**src/rtl/ram_param_sync.sv**
```systemverilog
// Parametrised single-port synchronous RAM with registered read and request/valid handshake.
// Define RAM_CLEAR_EN to build the post-reset sweep that fills every word with INIT_VAL.
module ram_param_sync #(
   parameter int unsigned DATA_W   = 4,
   parameter int unsigned ADDR_W   = 5,
   parameter int unsigned DEPTH    = 32,
   parameter logic [31:0] INIT_VAL = 32'h0
) (
   input  logic              clk,
   input  logic              resetn,
   input  logic              req,
   input  logic              wren,
   input  logic [ADDR_W-1:0] address,
   input  logic [DATA_W-1:0] data,
   output logic [DATA_W-1:0] q,
   output logic              q_valid,
   output logic              busy,
   output logic              drop,
   output logic              oor
);

   localparam int unsigned     IDX_W     = (DEPTH > 1) ? $clog2(DEPTH) : 1;
   localparam logic [ADDR_W:0] DEPTH_EXT = (ADDR_W + 1)'(DEPTH);

   logic [DATA_W-1:0] mem [DEPTH];

   logic              accept;
   logic              in_range;
   logic              mem_we;
   logic [IDX_W-1:0]  mem_waddr;
   logic [DATA_W-1:0] mem_wdata;

   logic [DATA_W-1:0] q_q, q_d;
   logic              q_valid_q, q_valid_d;
   logic              drop_q, drop_d;
   logic              oor_q, oor_d;

`ifdef RAM_CLEAR_EN
   localparam logic [DATA_W-1:0] INIT_WORD = INIT_VAL[DATA_W-1:0];
   // Terminal compare on DEPTH-1 so a full 2**ADDR_W array never relies on a wrap.
   localparam logic [ADDR_W-1:0] LAST_IDX  = ADDR_W'(DEPTH - 1);

   typedef enum logic [0:0] {StClear, StReady} state_e;

   state_e            state_q, state_d;
   logic [ADDR_W-1:0] cnt_q, cnt_d;

   always_ff @(posedge clk or negedge resetn) begin
      if (!resetn) begin
         state_q <= StClear;
         cnt_q   <= '0;
      end else begin
         state_q <= state_d;
         cnt_q   <= cnt_d;
      end
   end

   always_comb begin
      state_d = state_q;
      cnt_d   = cnt_q;
      case (state_q)
         StClear: begin
            if (cnt_q == LAST_IDX) begin
               state_d = StReady;
               cnt_d   = '0;
            end else begin
               cnt_d = cnt_q + ADDR_W'(1);
            end
         end
         StReady: begin
            state_d = StReady;
         end
         default: begin
            state_d = StClear;
         end
      endcase
   end

   assign busy = (state_q == StClear);
`else
   assign busy = 1'b0;
`endif

   always_comb begin
      accept    = req & ~busy;
      in_range  = ({1'b0, address} < DEPTH_EXT);
      mem_we    = accept & wren & in_range;
      mem_waddr = address[IDX_W-1:0];
      mem_wdata = data;
      q_d       = q_q;
      q_valid_d = accept;
      oor_d     = accept & ~in_range;
      drop_d    = req & busy;
      if (accept) begin
         if (!in_range) begin
            q_d = '0;
         end else if (wren) begin
            q_d = data;
         end else begin
            q_d = mem[address[IDX_W-1:0]];
         end
      end
`ifdef RAM_CLEAR_EN
      // The sweep owns the write port for as long as busy is high.
      if (busy) begin
         mem_we    = 1'b1;
         mem_waddr = cnt_q[IDX_W-1:0];
         mem_wdata = INIT_WORD;
      end
`endif
   end

   always_ff @(posedge clk) begin
      if (mem_we) begin
         mem[mem_waddr] <= mem_wdata;
      end
   end

   always_ff @(posedge clk or negedge resetn) begin
      if (!resetn) begin
         q_q       <= '0;
         q_valid_q <= 1'b0;
         drop_q    <= 1'b0;
         oor_q     <= 1'b0;
      end else begin
         q_q       <= q_d;
         q_valid_q <= q_valid_d;
         drop_q    <= drop_d;
         oor_q     <= oor_d;
      end
   end

   assign q       = q_q;
   assign q_valid = q_valid_q;
   assign drop    = drop_q;
   assign oor     = oor_q;

endmodule

```
**config.mk**
```make
export PLATFORM = sky130hd
export DESIGN_NAME = ram_param_sync
export DESIGN_NICKNAME = d
export VERILOG_FILES = /design/src/rtl/ram_param_sync.sv
export SDC_FILE = /design/constraint.sdc
export NUM_CORES = 1
export LEC_CHECK = 0
export ABC_AREA = 1
export CAP_MARGIN = 25
export CORE_ASPECT_RATIO = 0.9
export CORE_MARGIN = 8
export CORE_UTILIZATION = 40
export CTS_CLUSTER_DIAMETER = 50
export DETAILED_ROUTE_END_ITERATION = 7
export GPL_ROUTABILITY_DRIVEN = 0
export PLACE_DENSITY = 0.62
export SYNTH_ARGS = -nofsm -noshare
export SYNTH_HDL_FRONTEND = slang
export SYNTH_SLANG_ARGS = --single-unit
```
**constraint.sdc**
```tcl
create_clock -name clk -period 3 [get_ports clk]
set_input_delay 0.9 -clock clk [delete_from_list [all_inputs] [get_ports clk]]
set_output_delay 0.9 -clock clk [all_outputs]
set_load 0.02 [all_outputs]
```
==> results by group <==
Status
  – Run status: complete, no violations

Finish
  – N_diodes: 0
  – Share of cells above drive strength 1: 0.110
  – Commonest non-fill, non-tap cell in the layout: nand2_1
  – Fin area: 6840 um^2
  – Syn-to-layout area delta: 19.8%
  – Non-filler cells in the finished layout: 822
  – Most frequent cells in the layout: 293 x nand2_1, 128 x edfxtp_1, 40 x nor2_1
  – NumNets Final: 629

Die
  – DIE AREA: 18400 um^2
  – Die W: 142 um
  – Num rows: 41
  – Die Y: 129 um
  – Initial Utilization: 0.408
  – # IOs: 21
  – Placeable Area: 14000 um^2

Clock network
  – H-tree depth: 4
  – CTS tree: done
  – Cts bufs inserted: 17
  – Post-CTS setup buffers: 0
  – Clock slew at reported path FFs: 0.05 ns
  – Clock Root Buffer: clkbuf_16
  – Hold Buf Count CTS: 0
  – Clock sink count: 133
  – Post-CTS sizing: 0
  – Max Root-Sink Buffers: 2
  – Worst-Skew Late Latency: 0.42 ns

Setup path
  – Kind of critical path: in2reg
  – CP arrival: 2.48 ns
  – Crit path max-delay family: buffers and inverters
  – Critical Path RT: 3.09 ns
  – Startpoint Class: input port
  – Worst Path Max Fanout: 8
  – Crit-path cells: clkdlybuf4s50_1, nand2_1, inv_1, nand3_1, buf_4, nor2_1
  – Critical path's slowest cell: clkdlybuf4s50_1
  – Biggest cell delay along the critical path: 0.55 ns
  – CP Capture Type: flop
  – CP Buf/Inv Count: 3
  – R2R setup slack: 1.75 ns

GRT
  – Total track usage: 0.152
  – Largest net degree at the start of global routing: 33
  – Grt total ovfl: 0
  – Vias in the first global route: 3929
  – Antenna violations before repair: 0
  – Wire length of the first global-routing pass: 20800 um

Synth
  – Syn Inst Count: 568
  – Post-synthesis cell type count: 15
  – Post-synthesis xor/xnor area fraction: 0
  – Sequential share of the synthesized area: 0.695
  – Synth Register Bits: 133
  – Mean post-synth cell area: 10.0 um^2
  – YS warnings: 0
  – Adder-cell area share of the yosys netlist: 0
  – Area of the mapped netlist: 5710 um^2
  – Multiplexer share of the synthesized area: 0
  – Largest family of logic cells by synthesized area: simple AND/OR/NAND/NOR gates
  – Simple-gate share of the synthesized area: 0.262
  – Compound-Gate Fraction of Synth Area: 0.00351

Routing
  – Final ANT Viol Nets: 0
  – Per-cell routed wire length: 15.6 um
  – Initial DRC count: 364
  – Total wire length: 12800 um
  – Total vias in the final route: 3991
  – Drt first pass iters: 6
  – Residual DRC count: 0
  – Vias per cell: 4.86

Power and ir drop
  – Overall power: 0.00433 W
  – Worst-case vdd ir drop: 0.421 mV
  – PwrDens: 633 nW/um^2
  – P_leak: 2.77 nW

STA
  – Period minus WS final: 2.39 ns
  – RSZ-0062 raised after global routing: false
  – Fmax: 418 MHz
  – Final setup violation count: 0
  – Final Cycle Share: 0.797
  – Clk_skew: 0.00709 ns
  – Final slew viol count: 0
  – Slew margin rel.: 0.487
  – Setup TNS Final: 0 ns
  – Worst Max-Slew Pin Slew: 0.767 ns
  – WHS: 0.478 ns
  – Final Hold Fails: 0

Worst hold path
  – Hold WC Path Type: reg2reg

Flow run
  – Max-capacitance violation count: 0

Place
  – Post-placement cell count: 790
  – Post-DP HPWL: 8780 um
  – I/O Buffers: 17
  – DP Area: 6270 um^2
==> per-stage QoR <==
stage | setup slack (ns) | util
2_1_floorplan | 0.759 | -
3_3_place_gp | 0.166 | 0.448
3_5_place_dp | 0.162 | 0.448
4_1_cts | 0.607 | 0.488
5_1_grt | 0.463 | 0.488
6_report | 0.608 | 0.488
==> synthesized netlist by cell type <==
master	number	area (um^2)
a21oi_1	4	20.0
buf_2	17	85.1
buf_4	4	30.0
clkbuf_1	5	18.8
clkinv_1	2	7.51
conb_1	1	3.75
dfrtp_1	5	125
edfxtp_1	128	3840
inv_1	17	63.8
inv_2	4	15.0
nand2_1	293	1100
nand3_1	36	180
nand4_1	4	25.0
nor2_1	40	150
nor3_1	8	40.0
==> cells by family (layout without fill, tap and decap cells) <==
family | Yosys count | after routing
other | 1 | 3
DFF | 133 | 133
AOI/OAI and AO/OA | 4 | 4
buffers and inverters | 49 | 108
and+or+nand+nor | 381 | 381
==> worst reg2reg max path, stage by stage (launching register included) <==
cell      delay [ns]
edfxtp_1        0.38
nand2_1         0.07
nand2_1         0.06
nand2_1         0.05
nand2_1         0.06
nand2_1         0.07
nand2_1         0.07
nor2_1          0.13
nand3_1         0.12
nand2_1         0.09
nand2_1         0.05
==> path summary, 6_finish.rpt <==
check / start / to / depth (start not counted)
worst max-delay path: wren / mem[31][1] / 6
worst min-delay path: q[3] / q[3] / 2
worst max register to register: mem[3][2] / q[2] / 10
worst min register to register: q[3] / q[3] / 2
max in group asynchronous: resetn / q_valid / 1
min in group asynchronous: resetn / q[1] / 1
==> layout make-up <==
type	instances	area, um^2
fillers	1287	7170
flip-flops and latches	133	3970
multi-input cells	388	1530
repair buffers	53	448
clock buffers	20	437
well taps	193	241
clock inverters	12	130
inverters	23	86.3
==> where the power goes <==
group          switching, W  leakage (nW)  internal [W]
logic              0.000192          1.29      0.000100
registers        0.00000698          1.21       0.00206
clock network      0.000751         0.264       0.00122
total              0.000950          2.77       0.00338
==> per-layer routing <==
metal,global-route usage,up-vias,share of wire
li1,-,1959,-
met1,0.202,1882,0.45
met2,0.226,128,0.45
met3,0.0471,22,0.078
met4,0.0675,0,0.021
met5,0,-,0
==> sequential cells by signal (all words and copies together), names as in the netlist <==
name,flops
q,4
q_valid,1
mem,128
No activity file was read; power rests on OpenSTA's default activity.
